===== src/rtl/stopwatch_pkg.sv =====
// Shared types and constants for the MM:SS stopwatch core.
package stopwatch_pkg;

    typedef enum logic [1:0] {
        IDLE  = 2'd0,
        RUN   = 2'd1,
        PAUSE = 2'd2
    } state_t;

    localparam int DIV_DEFAULT = 100;

    typedef logic [3:0] bcd9_t;
    typedef logic [2:0] bcd5_t;

endpackage


===== src/rtl/stopwatch_core_bcd_digit.sv =====
// One BCD digit counting 0..LIMIT; carry is combinational so a chain of
// digits all update on the same edge.
module bcd_digit #(
    parameter int LIMIT = 9,
    localparam int W    = $clog2(LIMIT + 1)
) (
    input  logic         CLK,
    input  logic         RST,
    input  logic         clr,
    input  logic         inc,
    output logic [W-1:0] q,
    output logic         carry
);

    logic [W-1:0] q_q, q_d;

    assign carry = inc && (q_q == W'(LIMIT));
    assign q     = q_q;

    always_comb begin
        q_d = q_q;
        if (clr)
            q_d = '0;
        else if (inc)
            q_d = (q_q == W'(LIMIT)) ? '0 : q_q + 1'b1;
    end

    always_ff @(posedge CLK) begin
        if (RST)
            q_q <= '0;
        else
            q_q <= q_d;
    end

endmodule


===== src/rtl/stopwatch_core.sv =====
// Stopwatch: IDLE/RUN/PAUSE controller, divide-by-DIV prescaler and a
// four-digit BCD MM:SS counter that wraps at 59:59.
module stopwatch_core
    import stopwatch_pkg::*;
#(
    parameter int DIV = DIV_DEFAULT
) (
    input  logic  CLK,
    input  logic  RST,
    input  logic  start,
    input  logic  stop,
    input  logic  clear,
    output logic  tick,
    output logic  wrap,
    output logic  running,
    output bcd9_t sec_ones,
    output bcd5_t sec_tens,
    output bcd9_t min_ones,
    output bcd5_t min_tens
);

    localparam int            PW     = (DIV > 2) ? $clog2(DIV) : 1;
    localparam logic [PW-1:0] P_LAST = PW'(DIV - 1);

    state_t        state_q, state_d;
    logic [PW-1:0] p_q, p_d;
    logic          tick_q, wrap_q, running_q;
    logic          advance, hit;
    logic          c_so, c_st, c_mo, c_mt;

    // Prescaler only moves on edges that neither enter nor leave RUN.
    assign advance = (state_q == RUN) && !stop && !clear;
    assign hit     = advance && (p_q == P_LAST);

    always_comb begin
        state_d = state_q;
        p_d     = p_q;
        if (clear) begin
            state_d = IDLE;
            p_d     = '0;
        end else begin
            case (state_q)
                IDLE:    if (start && !stop) state_d = RUN;
                RUN:     if (stop)           state_d = PAUSE;
                PAUSE:   if (start && !stop) state_d = RUN;
                default:                     state_d = IDLE;
            endcase
            if (advance)
                p_d = hit ? '0 : p_q + 1'b1;
        end
    end

    always_ff @(posedge CLK) begin
        if (RST) begin
            state_q   <= IDLE;
            p_q       <= '0;
            tick_q    <= 1'b0;
            wrap_q    <= 1'b0;
            running_q <= 1'b0;
        end else begin
            state_q   <= state_d;
            p_q       <= p_d;
            tick_q    <= hit;
            wrap_q    <= c_mt;
            running_q <= (state_d == RUN);
        end
    end

    assign tick    = tick_q;
    assign wrap    = wrap_q;
    assign running = running_q;

    bcd_digit #(.LIMIT(9)) u_sec_ones (
        .CLK(CLK), .RST(RST), .clr(clear), .inc(hit),  .q(sec_ones), .carry(c_so)
    );
    bcd_digit #(.LIMIT(5)) u_sec_tens (
        .CLK(CLK), .RST(RST), .clr(clear), .inc(c_so), .q(sec_tens), .carry(c_st)
    );
    bcd_digit #(.LIMIT(9)) u_min_ones (
        .CLK(CLK), .RST(RST), .clr(clear), .inc(c_st), .q(min_ones), .carry(c_mo)
    );
    bcd_digit #(.LIMIT(5)) u_min_tens (
        .CLK(CLK), .RST(RST), .clr(clear), .inc(c_mo), .q(min_tens), .carry(c_mt)
    );

endmodule


===== config.mk =====
export PLATFORM = sky130hd
export DESIGN_NAME = stopwatch_core
export DESIGN_NICKNAME = d
export VERILOG_FILES = /design/src/rtl/stopwatch_pkg.sv /design/src/rtl/stopwatch_core_bcd_digit.sv /design/src/rtl/stopwatch_core.sv
export SDC_FILE = /design/constraint.sdc
export NUM_CORES = 1
export LEC_CHECK = 0
export CAP_MARGIN = 20
export CELL_PAD_IN_SITES_DETAIL_PLACEMENT = 2
export CELL_PAD_IN_SITES_GLOBAL_PLACEMENT = 2
export CORE_ASPECT_RATIO = 2
export CORE_MARGIN = 1
export CORE_UTILIZATION = 34
export CTS_BUF_LIST = sky130_fd_sc_hd__clkbuf_4
export DETAILED_ROUTE_END_ITERATION = 10
export GPL_TIMING_DRIVEN = 1
export PLACE_DENSITY = 0.95
export SLEW_MARGIN = 20
export SYNTH_ARGS = -nofsm -noshare
export SYNTH_HDL_FRONTEND = slang
export SYNTH_SLANG_ARGS = --single-unit

===== constraint.sdc =====
create_clock -name CLK -period 3.05 [get_ports CLK]
set_input_delay 0.61 -clock CLK [delete_from_list [all_inputs] [get_ports CLK]]
set_output_delay 0.61 -clock CLK [all_outputs]
set_load 0.02 [all_outputs]

=== Word level (Yosys, flattened, before mapping) ===
Index checks and enable logic that the tools add are counted.
W data, S select, Z words.

* Register bits: 26
* Input bits: 5
* Word-level logic and storage cells: 44

* $add $sub $neg: 5
* Equality and inequality tests: 8
* Multiplexer cells: 9
* Reductions and logical operators: 13

{| class="wikitable"
|+ Operators with widths
! operator !! count
|-
| $add A4 B1 Y4 const B || 2
|-
| $eq A4 B4 Y1 const B || 2
|-
| $logic_and A1 B1 Y1 || 8
|-
| $mux W4 || 2
|-
| $add A7 B1 Y7 const B || 1
|-
| $eq A7 B7 Y1 const B || 1
|-
| $mux W7 || 1
|-
| $add A3 B1 Y3 const B || 2
|-
| $eq A3 B3 Y1 const B || 2
|-
| $mux W2 || 3
|-
| $mux W3 || 2
|-
| $eq A2 B1 Y1 const B || 2
|-
| $pmux W2 S2 || 1
|-
| $reduce_or A2 Y1 || 2
|-
| $eq A2 B2 Y1 const B || 1
|-
| $logic_not A1 Y1 || 2
|-
| $logic_not A2 Y1 || 1
|}

=== Longest topological paths before layout ===
* Word-level depth: 8
* Depth in mapped cells: 6
* Depth with buffers taken out: 5

=== By module ===
A second synthesis with hierarchy kept.

* Cells, all modules: 126
* Area, all modules: 1,226.2 µm²

{| class="wikitable"
|+ By module, submodules not included
! module !! times used !! cells an instance !! area an instance (µm²) !! sequential area each (µm²)
|-
| stopwatch_core || 1 || 60 || 555.5 || 240.2
|-
| bcd_digit (u_min_ones ...) || 2 || 20 || 188.9 || 80.1
|-
| bcd_digit (u_min_tens ...) || 2 || 13 || 146.4 || 60.1
|}

=== Worst setup path before layout ===
No wires, ideal clock.

* Path type: input port to flip-flop
* Start: input clear
* End: register u_min_tens.q_q[0] (netlist: u_min_tens.q[0])
* Library setup time: 0.070 ns
* Arrival time: 1.846 ns
* Required time: 2.980 ns
* Path slack: 1.134 ns
* Cell stages on the path: 5
* Cell sequence: nor4b_2 nand4_1 buf_2 or4_1 a21oi_1

* Longest elaborated chain between the ends: 6

{| class="wikitable"
|+ RTL lines
! what !! line !! source
|-
| from (decl) || stopwatch_core.sv:12 || <nowiki>input logic clear,</nowiki>
|-
| $logic_not A1 Y1 || stopwatch_core.sv:32 || <nowiki>assign advance = (state_q == RUN) && !stop && !clear;</nowiki>
|-
| $logic_and A1 B1 Y1 || stopwatch_core.sv:32 ||
|-
| $logic_and A1 B1 Y1 || stopwatch_core.sv:33 || <nowiki>assign hit = advance && (p_q == P_LAST);</nowiki>
|-
| $logic_and A1 B1 Y1 (3 in series) || stopwatch_core_bcd_digit.sv:17 || <nowiki>assign carry = inc && (q_q == W'(LIMIT));</nowiki>
|-
| to (signal assigned) || stopwatch_core_bcd_digit.sv:32 || <nowiki>q_q <= q_d;</nowiki>
|-
| to (decl) || stopwatch_core_bcd_digit.sv:15 || <nowiki>logic [W-1:0] q_q, q_d;</nowiki>
|}

Parallel ways exist; a longest one is shown, timed or not.
A chain may end at the register's enable or synchronous reset.

=== Worst setup path after layout ===
* Start: input stop
* End: register u_min_ones.q_q[3] (netlist: u_min_ones.q[3])

* Longest elaborated chain between the ends: 6

{| class="wikitable"
|+ RTL lines
! what !! line !! source
|-
| from (decl) || stopwatch_core.sv:11 || <nowiki>input logic stop,</nowiki>
|-
| $logic_not A1 Y1 || stopwatch_core.sv:32 ||
|-
| $logic_and A1 B1 Y1 (2 in series) || stopwatch_core.sv:32 ||
|-
| $logic_and A1 B1 Y1 || stopwatch_core.sv:33 ||
|-
| $logic_and A1 B1 Y1 (2 in series) || stopwatch_core_bcd_digit.sv:17 ||
|-
| to (signal assigned) || stopwatch_core_bcd_digit.sv:32 ||
|-
| to (decl) || stopwatch_core_bcd_digit.sv:15 ||
|}

No other way between the ends.

==> impl_metrics.tcl <==
set metrics [dict create \
    avgSynthCellArea_um2 8.82 \
    grt_usage_pct 20.3 \
    max_slew_margin_pct 73.1 \
    combPwrFrac_pct 3.2 \
    dr.pass1.iters 4 \
    gr-total-overflow 0 \
    fin_crit_sh_pct 78.3 \
    cts.sinks 26 \
    max_cap_viol_count 0 \
    crit_type "primary input to register" \
    synth_top_area_share_pct 42.4 \
    cts_resized 0 \
    power.internal_mw 0.481 \
    pwr_density_cell_nw_per_um2 391 \
    fp.dieW_um 44.5 \
    synth_cells 139 \
    hp-class "register to register" \
    hold_violations 0 \
    cp.arrival_ns 2.65 \
    synthFlopType "dfxtp_1" \
    design_area_um2 1540 \
    synth_top_cell_by_area "dfxtp_1" \
    synth-async-reset-ratio_pct 0 \
    dieArea_um2 3870 \
    numCtsBuffers 3 \
    post-route-min-period_ns 2.39 \
    p_switching_mw 0.121 \
    clockRootBuffer "clkbuf_4" \
    critPathLaunchType "primary input" \
    yosysUniqueCellTypes 38 \
    cp.required_ns 3.31 \
    viasPerCell 5.59 \
    layout.nets 168 \
    io_buffers 21 \
    wl_per_cell_um 16.5 \
    clk_pin_slew_ns 0.15 \
    grt_setup_unrepaired "false" \
    clock_path_buffers 2 \
    fin_ws_ns 0.661 \
    synth-seq-area-share_pct 42.4 \
    slew_viol_final 0 \
    finalPower_mw 0.602 \
    num_rows 30 \
    seq_power_share_pct 56.8 \
    drt_wl_total_mm 3.46 \
    ys_seq_elements 26 \
    drive_above_1_share_pct 7.45 \
    tightest_slew_ns 0.393 \
    syn_nets 145 \
    core_um2 3420 \
    route.vias.total 1168 \
    htreeDepth 1 \
    antenna_found_initial 0 \
    cts_tree "done" \
    synth.most_common_cell "dfxtp_1" \
    synth_top_cells_by_count "dfxtp_1, a21oi_1, nor2_1" \
    start_util_pct 35.9 \
    final_core_util_pct 45.1 \
    dp_slack_ns 0.312 \
    p_sw_share_pct 20.0 \
    p_clk_share_pct 40.0 \
    dp_hpwl_mm 2.66 \
    fin_skew_ns 0.0105 \
    die_y_um 86.9 \
    worstPathMaxFanout 11 \
    fillCellCount 391 \
    setup_tns_ns 0 \
    synth_edf_count 0 \
    postCtsHoldBufs 0 \
    diodes 0 \
    cts_setup_buffers 0 \
    syn_to_final_growth_pct 25.5 \
    worstSetupEndpointType "register" \
    ant_nets 0 \
    grt_pass1_wl_mm 5.84 \
    leakagePower_nw 0.476 \
    status "complete, no violations" \
    syn_area_um2 1230 \
    place_area_um2 1490 \
    yosysWarningCount 0 \
    clkLatencyLatePin_ns 0.33 \
    place_congestion 0.804 \
    post-route-drc-count 0 \
    top_level_ports 22 \
    max-vdd-ir-drop_v 0.000263 \
    finalSetupViolations 0 \
    synthTopCellsByArea "dfxtp_1, a21oi_1, nor2_1" \
    max_freq_ghz 0.419 \
    grt_max_degree 19 \
    grt_pass1_vias 1251 \
    first_iter_violations 12 \
]
## worst paths after layout
| path | from | to | slack (ns) | cells past startpoint |
|---|---|---|---|---|
| worst min-delay path | u_min_tens.q[1] | wrap | 0.51 | 1 |
| worst max-delay path | stop | u_min_ones.q[3] | 0.66 | 5 |
| worst max register to register | p_q[2] | u_min_ones.q[3] | 0.91 | 4 |
| worst min register to register | u_min_tens.q[1] | wrap | 0.51 | 1 |
## sequential cells by signal, indices dropped and copies added (netlist names)
| signal | cells |
|---|---|
| wrap | 1 |
| tick | 1 |
| state_q | 2 |
| p_q | 7 |
| u_min_tens.q | 3 |
| u_min_ones.q | 4 |
| running | 1 |
| u_sec_tens.q | 3 |
| u_sec_ones.q | 4 |
## power by group through the flow
| stage | clock [mW] | sequential, mW | combinational [mW] |
|---|---|---|---|
| detailed placement | 0 | 0.349 | 0.0197 |
| floorplan | 0 | 0.349 | 0.00766 |
| finish | 0.241 | 0.342 | 0.0193 |
| global placement | 0 | 0.349 | 0.0181 |
| global route | 0.259 | 0.342 | 0.0212 |
| CTS | 0.248 | 0.342 | 0.0198 |
## through the flow
step,cells,hold slack [ns]
after floorplan,139,0.468
after global placement,205,0.462
after detailed placement,205,0.492
after CTS,209,0.512
after global routing,209,0.532
final,209,0.509
## layer usage
metal | track usage (%) | routed length [um] | share of wire, % | vias to the layer above
met5 | 0 | 0 | 0 | -
met4 | 7.44 | 28 | 0.81 | 0
met3 | 2.49 | 43 | 1.2 | 2
met2 | 39.3 | 2040 | 59 | 11
met1 | 20.7 | 1350 | 39 | 592
li1 | - | - | - | 563
## area by class of cell
class | instances | area, um^2 | area share [%]
tap | 48 | 60.1 | 3.90
sequential | 26 | 520 | 33.8
clock buffer | 3 | 22.5 | 1.46
multi-input combinational | 105 | 673 | 43.7
clock inverter | 1 | 30.0 | 1.95
inverter | 4 | 15.0 | 0.976
timing repair buffer | 22 | 218 | 14.1
## cell usage in the layout, fill, tap and decap left out, types with 2 or more instances in the layout
cell	count
o31ai_1	3
nor2_1	14
or4_1	4
nand2_1	8
clkdlybuf4s50_1	21
or3_1	3
xor2_1	6
dfxtp_1	26
nand3b_1	2
nand4_1	8
inv_1	4
a2111oi_0	2
and3b_1	3
a31oi_1	2
clkbuf_4	3
nand3_1	6
o21ai_0	8
nor3b_1	2
a21oi_1	14
nand2b_1	2
## worst max-delay path, cell delays in order
cell and delay, ns:
clkdlybuf4s50_1 0.49, nor4b_2 0.37, nand4_1 0.40, or4_1 0.59, a31oi_1 0.18
## cells by family (layout without fill, tap and decap cells)
group / count (synthesis) / in the layout / synth area share, %
simple gates: 64 / 64 / 32.8
compound gates: 32 / 32 / 15.3
flops: 26 / 26 / 42.4
buf+inv: 8 / 30 / 2.65
xor+xnor: 7 / 7 / 5.00
fa+ha+maj: 1 / 1 / 1.02
mux: 1 / 1 / 0.816
Power figures use the tool's default switching activity.
